===== src/rtl/can_pkg.sv =====
// Shared types for the CAN transmit arbiter: FSM states, identifier and
// CMD word layouts.
package can_pkg;

  typedef logic [28:0] can_id_t;
  typedef logic [31:0] can_cmd_t;

  typedef enum logic [2:0] {
    S_IDLE      = 3'd0,
    S_START     = 3'd1,
    S_WAIT_RISE = 3'd2,
    S_WAIT_FALL = 3'd3,
    S_RESP      = 3'd4
  } state_t;

  // CMD word field positions
  localparam int CMD_QDIV_MSB  = 31;
  localparam int CMD_QDIV_LSB  = 24;
  localparam int CMD_PROP_MSB  = 23;
  localparam int CMD_PROP_LSB  = 18;
  localparam int CMD_SEG1_MSB  = 17;
  localparam int CMD_SEG1_LSB  = 12;
  localparam int CMD_DLEN_MSB  = 11;
  localparam int CMD_DLEN_LSB  = 8;
  localparam int CMD_FMT_BIT   = 7;
  localparam int CMD_FTYPE_MSB = 6;
  localparam int CMD_FTYPE_LSB = 5;
  localparam int CMD_RSVD_MSB  = 4;

endpackage


===== src/rtl/can_id_prio.sv =====
// Combinational lowest-identifier picker; ties resolve to the lowest index
// because only a strictly smaller id displaces the current winner.
module can_id_prio
  import can_pkg::*;
#(
  parameter int NREQ = 4,
  parameter int IW   = 2
) (
  input  logic                   [NREQ-1:0] req,
  input  logic                   [NREQ-1:0] mask,
  input  can_id_t [NREQ-1:0]                ids,
  output logic                              valid,
  output logic                   [IW-1:0]   index
);

  can_id_t best_id;

  always_comb begin
    valid   = 1'b0;
    index   = '0;
    best_id = '0;
    for (int i = 0; i < NREQ; i++) begin
      if (req[i] && !mask[i] && (!valid || ids[i] < best_id)) begin
        valid   = 1'b1;
        index   = IW'(i);
        best_id = ids[i];
      end
    end
  end

endmodule


===== src/rtl/can_xmit_arb.sv =====
// Arbitrates mailbox transmit requests by lowest CAN id, hands the winner's
// fields to the transmitter and reports done/err back to that mailbox.
module can_xmit_arb
  import can_pkg::*;
#(
  parameter int NREQ     = 4,
  parameter int BUSY_TMO = 16
) (
  input  logic                     HCLK,
  input  logic                     HRESET,
  input  logic      [NREQ-1:0]     req,
  input  can_id_t   [NREQ-1:0]     req_id,
  input  logic      [NREQ-1:0][63:0] req_data,
  input  can_cmd_t  [NREQ-1:0]     req_cmd,
  output logic      [NREQ-1:0]     done,
  output logic      [NREQ-1:0]     err,
  output logic                     startXmit,
  output logic      [63:0]         xmitdata,
  output logic      [7:0]          quantaDiv,
  output logic      [5:0]          propQuanta,
  output logic      [5:0]          seg1Quanta,
  output logic      [3:0]          datalen,
  output logic                     format,
  output logic      [1:0]          frameType,
  output can_id_t                  id,
  input  logic                     busy,
  output logic                     active,
  output state_t                   state
);

  localparam int IW    = $clog2(NREQ);
  localparam int CNT_W = $clog2(BUSY_TMO + 1);

  logic [NREQ-1:0]  mask;
  logic [IW-1:0]    sel;
  logic [IW-1:0]    pick_idx;
  logic             pick_valid;
  logic [CNT_W-1:0] cnt;
  logic [NREQ-1:0]  sel_bit;
  can_cmd_t         pick_cmd;
  logic             unused_rsvd;

  can_id_prio #(.NREQ(NREQ), .IW(IW)) u_prio (
    .req   (req),
    .mask  (mask),
    .ids   (req_id),
    .valid (pick_valid),
    .index (pick_idx)
  );

  assign sel_bit     = NREQ'(1) << sel;
  assign pick_cmd    = req_cmd[pick_idx];
  assign unused_rsvd = ^pick_cmd[CMD_RSVD_MSB:0];

  // Handshake: startXmit is high for the single cycle after START; busy is
  // level-sampled (high may already be present), and the done/err pulse is
  // high exactly while the FSM sits in RESP.
  always_ff @(posedge HCLK or negedge HRESET) begin
    if (!HRESET) begin
      state      <= S_IDLE;
      done       <= '0;
      err        <= '0;
      startXmit  <= 1'b0;
      active     <= 1'b0;
      mask       <= '0;
      sel        <= '0;
      cnt        <= '0;
      xmitdata   <= '0;
      quantaDiv  <= '0;
      propQuanta <= '0;
      seg1Quanta <= '0;
      datalen    <= '0;
      format     <= 1'b0;
      frameType  <= '0;
      id         <= '0;
    end else begin
      done      <= '0;
      err       <= '0;
      startXmit <= 1'b0;
      case (state)
        S_IDLE: begin
          // The mask only spans the one IDLE cycle after a response
          mask <= '0;
          if (pick_valid) begin
            sel        <= pick_idx;
            xmitdata   <= req_data[pick_idx];
            id         <= req_id[pick_idx];
            quantaDiv  <= pick_cmd[CMD_QDIV_MSB:CMD_QDIV_LSB];
            propQuanta <= pick_cmd[CMD_PROP_MSB:CMD_PROP_LSB];
            seg1Quanta <= pick_cmd[CMD_SEG1_MSB:CMD_SEG1_LSB];
            datalen    <= pick_cmd[CMD_DLEN_MSB:CMD_DLEN_LSB];
            format     <= pick_cmd[CMD_FMT_BIT];
            frameType  <= pick_cmd[CMD_FTYPE_MSB:CMD_FTYPE_LSB];
            active     <= 1'b1;
            state      <= S_START;
          end else begin
            active <= 1'b0;
          end
        end
        S_START: begin
          startXmit <= 1'b1;
          cnt       <= CNT_W'(BUSY_TMO);
          state     <= S_WAIT_RISE;
        end
        S_WAIT_RISE: begin
          if (busy) begin
            state <= S_WAIT_FALL;
          end else if (cnt == '0) begin
            err   <= sel_bit;
            state <= S_RESP;
          end else begin
            cnt <= cnt - CNT_W'(1);
          end
        end
        S_WAIT_FALL: begin
          if (!busy) begin
            done  <= sel_bit;
            state <= S_RESP;
          end
        end
        S_RESP: begin
          mask   <= sel_bit;
          active <= 1'b0;
          state  <= S_IDLE;
        end
        default: begin
          mask   <= '0;
          active <= 1'b0;
          state  <= S_IDLE;
        end
      endcase
    end
  end

endmodule


===== config.mk =====
export PLATFORM = sky130hd
export DESIGN_NAME = can_xmit_arb
export DESIGN_NICKNAME = d
export VERILOG_FILES = /design/src/rtl/can_pkg.sv /design/src/rtl/can_id_prio.sv /design/src/rtl/can_xmit_arb.sv
export SDC_FILE = /design/constraint.sdc
export NUM_CORES = 1
export LEC_CHECK = 0
export CORE_AREA = 5 5 246 248
export CTS_CLUSTER_DIAMETER = 150
export CTS_CLUSTER_SIZE = 25
export DETAILED_ROUTE_END_ITERATION = 7
export DIE_AREA = 0 0 251 253
export GPL_ROUTABILITY_DRIVEN = 0
export SYNTH_ARGS = -nofsm -noshare
export SYNTH_HDL_FRONTEND = slang
export SYNTH_HIERARCHICAL = 1
export SYNTH_SLANG_ARGS = --single-unit

===== constraint.sdc =====
create_clock -name HCLK -period 18.2 [get_ports HCLK]
set_input_delay 1.82 -clock HCLK [delete_from_list [all_inputs] [get_ports HCLK]]
set_output_delay 1.82 -clock HCLK [all_outputs]
set_load 0.02 [all_outputs]

* Yosys cells after proc, flatten, opt, wreduce, memory -nomap -nowiden *
Index checks and enable logic that the tools add are counted.

cells by class
  order comparisons = 4
  $add $sub $neg = 1
  multiplexer cells = 33
  shift-type cells = 1
  equal/unequal tests = 9
  reductions and logical operators = 24

operators with widths
  cell                                                                   number
  64-bit binary-select mux with 2-bit select                             1
  29-bit two-way mux                                                     4
  29-bit less-than comparator                                            3
  32-bit binary-select mux with 2-bit select                             1
  64-bit two-way mux                                                     1
  29-bit binary-select mux with 2-bit select                             1
  32-bit two-way mux                                                     1
  4-bit two-way mux                                                      5
  3-bit two-way mux                                                      4
  3-bit case mux with 4 select lines                                     1
  5-bit two-way mux                                                      2
  5-bit case mux with 2 select lines                                     1
  2-bit != test, second input constant                                   4
  4-bit case mux with 2 select lines                                     1
  1-bit logical AND                                                      7
  1-bit logical NOT                                                      7
  1-bit two-way mux                                                      7
  3-bit by 2-bit equality test with 1-bit output, second input constant  2
  3-bit AND reduction                                                    2
  5-bit logical NOT                                                      1
  5-bit by 1-bit subtractor with 5-bit output, second input constant     1
  2-bit two-way mux                                                      2
  1-bit by 2-bit << shifter with 4-bit output, first input constant      1
  3-bit by 1-bit equality test with 1-bit output, second input constant  1
  9 further kinds                                                        11

storage, ports and cells
  bits of input ports = 507
  register bits = 144
  output and inout port bits = 133

* Depth between registers and ports, before layout *
  depth after elaboration = 17
  gate-level depth with buffers = 38
  mapped depth without buffers = 30

* Hierarchy *
The synthesis kept the hierarchy.

by module, submodules not included
  module        times used  cells each  area an instance (um^2)
  can_xmit_arb  1           498         8,404.3
  can_id_prio   1           399         2,995.4

* Least setup slack after synthesis *
Ideal clock, no wire load.

  path kind = in2reg
  start = input port req[0]
  end = register datalen[3]
  library setup time = 0.125 ns
  cell stages on the path = 36
  data required time = 18.075 ns
  arrival = 9.084 ns
  slack = 8.992 ns
  path through = nor2b_4 > clkbuf_1 > buf_1 > nand2_1 > ha_1 > a21o_1 > a211o_1 > o211ai_1 > nand4_1 > a21oi_2 > buf_2 > buf_6 > a21oi_1 > ha_1 > a21o_1 > a211oi_2 > o21bai_1 > a2111oi_2 > o211ai_1 > o2bb2ai_1 > a31o_4 > buf_6 > mux2_4 > ha_1 > a21o_1 > a2111oi_0 > o311ai_0 > a31oi_1 > a21oi_1 > o21bai_1 > o2bb2ai_1 > clkbuf_1 > buf_6 > buf_6 > mux4_2 > mux2_2

on the way
  cells in the longest elaborated chain, start to end = 16

RTL lines
  element                                                           line                source
  start: declaration                                                can_xmit_arb.sv:11  input logic [NREQ-1:0] req,
  1-bit logical AND (*)                                             can_id_prio.sv:23   if (req[i] && !mask[i] && (!valid || ids[i] < best_id)) begin
  29-bit two-way mux or 1-bit two-way mux (tied branches)           can_id_prio.sv:23
  29-bit less-than comparator or 1-bit logical NOT (tied branches)  can_id_prio.sv:23
  1-bit logical OR                                                  can_id_prio.sv:23
  1-bit logical AND                                                 can_id_prio.sv:23
  29-bit two-way mux or 1-bit two-way mux (tied branches)           can_id_prio.sv:23
  29-bit less-than comparator or 1-bit logical NOT (tied branches)  can_id_prio.sv:23
  1-bit logical OR                                                  can_id_prio.sv:23
  1-bit logical AND                                                 can_id_prio.sv:23
  29-bit two-way mux or 1-bit two-way mux (tied branches)           can_id_prio.sv:23
  29-bit less-than comparator or 1-bit logical NOT (tied branches)  can_id_prio.sv:23
  1-bit logical OR                                                  can_id_prio.sv:23
  1-bit logical AND                                                 can_id_prio.sv:23
  2-bit two-way mux (*)                                             can_id_prio.sv:23
  net pick_idx[0]                                                   can_xmit_arb.sv:36  logic [IW-1:0] pick_idx;
  32-bit binary-select mux with 2-bit select (*)                    can_xmit_arb.sv:52  assign pick_cmd = req_cmd[pick_idx];
  32-bit two-way mux (implied by the code) (*)                      can_xmit_arb.sv:52
  end signal: assignment                                            can_xmit_arb.sv:91  datalen <= pick_cmd[CMD_DLEN_MSB:CMD_DLEN_LSB];
  end: declaration                                                  can_xmit_arb.sv:22  output logic [3:0] datalen,

Mark *: on every way through the listed nets, which the timed path passes. The rest lies on a longest branch. The select of a mux whose other input is x is not followed.
A chain may end at the register's enable or synchronous reset.

* Worst setup path after layout *
  start = input port req[0]
  end = register xmitdata[50]

on the way
  cells in the longest elaborated chain, start to end = 16

RTL lines
  element                                                           line                source
  1-bit logical AND (*)                                             can_id_prio.sv:23
  29-bit two-way mux or 1-bit two-way mux (tied branches)           can_id_prio.sv:23
  29-bit less-than comparator or 1-bit logical NOT (tied branches)  can_id_prio.sv:23
  1-bit logical OR                                                  can_id_prio.sv:23
  1-bit logical AND                                                 can_id_prio.sv:23
  29-bit two-way mux or 1-bit two-way mux (tied branches)           can_id_prio.sv:23
  29-bit less-than comparator or 1-bit logical NOT (tied branches)  can_id_prio.sv:23
  1-bit logical OR                                                  can_id_prio.sv:23
  1-bit logical AND                                                 can_id_prio.sv:23
  29-bit two-way mux or 1-bit two-way mux (tied branches)           can_id_prio.sv:23
  29-bit less-than comparator or 1-bit logical NOT (tied branches)  can_id_prio.sv:23
  1-bit logical OR                                                  can_id_prio.sv:23
  1-bit logical AND                                                 can_id_prio.sv:23
  2-bit two-way mux (*)                                             can_id_prio.sv:23
  net pick_idx[1]                                                   can_xmit_arb.sv:36
  64-bit binary-select mux with 2-bit select (*)                    can_xmit_arb.sv:86  xmitdata <= req_data[pick_idx];
  64-bit two-way mux (implied by the code) (*)                      can_xmit_arb.sv:86
  end signal: assignment                                            can_xmit_arb.sv:86
  end: declaration                                                  can_xmit_arb.sv:18  output logic [63:0] xmitdata,

Marked as above.

==> impl_metrics.py <==
metrics = {
    "cells_and_area": {
        "multiInputGateArea_sq_um": 7267,
        "drive_above_1_share": 0.2193,
        "n_fill_cell": 5829,
        "area_growth_pct": 65.59,
        "stdcell_count": 2275,
        "final_util": 0.3241,
        "nNetsFinal": 2079,
        "seq_area_sq_um": 3603,
    },
    "placed_design": {
        "io_buffers": 619,
        "dp_hpwl_microns": 46310,
        "placedCellCount": 2241,
        "dpl_worst_slack_ns": 5.034,
    },
    "worst_setup_path": {
        "crit_required_ns": 18.56,
        "crit_fanout": 57,
        "rr_startpoint": "mask[0]",
        "cpMostUsedCell": "nand4_1",
        "endpoint": "xmitdata[50]",
        "regToRegSetupSlack_ns": 7.31,
        "critical_path_class": "input port to register",
        "rr_worst_depth": 32,
        "crit_path_top_delay_cell": "o21ai_4",
        "cp-start-kind": "input port",
        "timing.rr.end": "xmitdata[50]",
        "cp-end-kind": "register",
        "cpPeakStageDelay_ns": 0.90,
        "worstPathArrival_ns": 12.68,
        "crit_start": "req[0]",
    },
    "clocking": {
        "hold_buffers": 0,
        "cts_setup_buffers": 0,
        "clock_sinks": 144,
        "tritoncts": "done",
        "numCtsBuffers": 17,
        "cts.clk_slew.worst_paths_ns": 0.07,
        "post_cts_resized": 0,
        "clock-root-buffer": "clkbuf_16",
        "h-tree-depth": 4,
        "insertion_delay_ns": 0.47,
        "max-clock-path-buffers": 2,
    },
    "yosys": {
        "synth_edf_count": 0,
        "async_reset_ff_frac": 1.000,
        "yosysWarningCount": 6,
        "synth_nets": 1489,
        "syn_area_sq_um": 11400,
        "ys_types": 58,
        "ys_ff_latch": 144,
        "synth-seq-area-share": 0.3161,
        "avgSynthCellArea_sq_um": 12.71,
        "syn-instance-count": 897,
        "synthFlopType": "dfrtp_1",
    },
    "grt": {
        "grt_first_pass_wirelength_microns": 77860,
        "antenna_found_initial": 19,
        "grt_max_degree": 77,
        "grt_pass1_vias": 11090,
        "overflow": 0,
        "grt_use_total": 0.1673,
    },
    "die": {
        "start_util": 0.1957,
        "boundaryPins": 640,
        "die_w_microns": 251,
        "core_area_sq_um": 58240,
        "die-area_sq_um": 63500,
        "rows": 89,
        "fp.dieH_microns": 253,
    },
    "timing": {
        "setup_viol_count_final": 0,
        "relSlewSlack": 0.2578,
        "finalCritPeriodShare": 0.6772,
        "rsz0062_at_grt": "no",
        "finalHoldViolCount": 0,
        "fin_ws_ns": 5.875,
        "finalMaxSlewViolations": 0,
        "fmax_ghz": 0.08113,
        "fin_setup_tns_ns": 0,
        "min_period_ns": 12.33,
        "worst_slew_pin_slew_ns": 1.109,
        "finalClockSkew_ns": 0.01242,
    },
    "pwr": {
        "peakVddDrop_v": 0.00007407,
        "p_sw_mw": 0.9795,
        "clockPowerShare": 0.153,
        "power.share.switching": 0.3954,
        "p_seq_frac": 0.231,
        "share_comb_of_total_power": 0.615,
        "p_int_mw": 1.498,
        "powerDensity_nw_per_um2": 131.2,
        "p_leak_nw": 7.364,
    },
    "routing": {
        "ant_nets": 0,
        "drt-wirelength-per-cell_microns": 24.28,
        "routed_via_density": 4.555,
        "num_vias": 10362,
        "first_pass_iters": 5,
        "route.detailed.drc": 0,
        "wl_microns": 55230,
        "drtIter0Drc": 409,
    },
    "outcome": {
        "outcome": "completed",
    },
    "flow_run": {
        "cap_violations": 0,
    },
    "hold_path": {
        "holdCritPathClass": "register to register",
    },
}
==> cell families after synthesis <==
kind of cell	count (synthesis)	synth area share
mux	272	0.3962
compound gates	126	0.06893
fa+ha+maj	85	0.09329
simple gates	173	0.07573
flops	144	0.3161
buf+inv	97	0.04972
==> cell usage after synthesis (all sizes together), types with 2 or more instances <==
library cell	instances	area share
mux2i	2	0.0018
nand3	11	0.0048
o211ai	4	0.0026
nor2	50	0.016
nor3	9	0.0040
a21oi	58	0.026
nand2b	10	0.0055
a2111oi	3	0.0029
o21ai	20	0.0088
buf	41	0.030
dfrtp	144	0.32
a31oi	3	0.0016
o22ai	3	0.0016
o21a	2	0.0013
ha	85	0.093
nand4b	3	0.0023
o311ai	2	0.0015
o2bb2ai	2	0.0015
and2b	2	0.0014
a22oi	2	0.0013
or3b	2	0.0015
nor4b	3	0.0042
clkbuf	18	0.0068
mux2	150	0.16
a211o	3	0.0023
o21bai	3	0.0020
inv	38	0.013
nand4	19	0.010
mux4	120	0.24
nand2	53	0.017
or2	2	0.0011
a21o	8	0.0053
a211oi	7	0.0050
nor4	3	0.0016
==> worst max-delay path, delay by kind of cell <==
family | cells | cell delay, ns
and+or+nand+nor | 11 | 2.87
adders and majority gates | 3 | 0.98
AOI/OAI and AO/OA | 12 | 3.70
buffers and inverters | 4 | 1.91
muxes | 3 | 1.10
==> layer usage <==
metal | share of wire | global-route usage | wire length, microns | vias up
li1 | - | - | - | 4676
met1 | 0.38 | 0.1907 | 20940 | 5203
met2 | 0.51 | 0.2960 | 28310 | 402
met3 | 0.086 | 0.06604 | 4763 | 71
met4 | 0.021 | 0.03992 | 1153 | 10
met5 | 0.0011 | 0 | 63 | -
==> placed cells by master, fill, tap and decap left out, drive strengths merged, types with 8 or more instances in the layout <==
cell	netlist	final
clkdlybuf4s50	0	618
nand4	19	19
buf	41	12
mux4	120	120
o21ai	20	20
nand2	53	53
mux2	150	150
nor3	9	9
nor2	50	50
clkbuf	18	20
inv	38	42
nand3	11	11
a21oi	58	58
dfrtp	144	144
a21o	8	8
nand2b	10	10
ha	85	85
==> state kept, by name, indices dropped and copies added, names as in the netlist <==
| signal | count |
|---|---|
| err | 4 |
| propQuanta | 6 |
| datalen | 4 |
| state | 3 |
| startXmit | 1 |
| sel | 2 |
| seg1Quanta | 6 |
| id | 29 |
| mask | 4 |
| xmitdata | 64 |
| format | 1 |
| cnt | 5 |
| quantaDiv | 8 |
| active | 1 |
| frameType | 2 |
| done | 4 |
==> through the flow <==
step / area (sq um) / hold slack [ns] / total power [mW]
2_1_floorplan: 11400 / 0.4648 / 1.492
3_3_place_gp: 18260 / 0.4843 / 2.117
3_5_place_dp: 18260 / 0.4947 / 2.134
4_1_cts: 18870 / 0.5103 / 2.537
5_1_grt: 18870 / 0.5233 / 2.641
6_report: 18880 / 0.5066 / 2.477
==> power by group through the flow <==
stage | clock network, mW | registers (mW) | logic [mW]
6_report | 0.380 | 0.573 | 1.52
5_1_grt | 0.408 | 0.595 | 1.64
4_1_cts | 0.398 | 0.576 | 1.56
3_5_place_dp | 0 | 0.580 | 1.55
3_3_place_gp | 0 | 0.574 | 1.54
2_1_floorplan | 0 | 0.734 | 0.758
==> worst min path at each step <==
stage,end,slack [ns],cells after the start,start
final,propQuanta[3],0.51,1,propQuanta[3]
after global routing,xmitdata[12],0.52,1,xmitdata[12]
after CTS,frameType[1],0.51,1,frameType[1]
after detailed placement,quantaDiv[5],0.49,1,quantaDiv[5]
after global placement,cnt[4],0.48,1,cnt[4]
after floorplan,cnt[4],0.46,1,cnt[4]
==> final cells by class <==
| type | count | area share |
|---|---|---|
| antenna | 2 | 0.0002651 |
| tap | 773 | 0.05124 |
| inverter | 38 | 0.007556 |
| clock inverter | 12 | 0.007689 |
| multi-input combinational | 656 | 0.3850 |
| sequential | 144 | 0.1909 |
| clock buffer | 20 | 0.02472 |
| timing repair buffer | 630 | 0.3327 |
No activity file was read; power rests on OpenSTA's default activity.
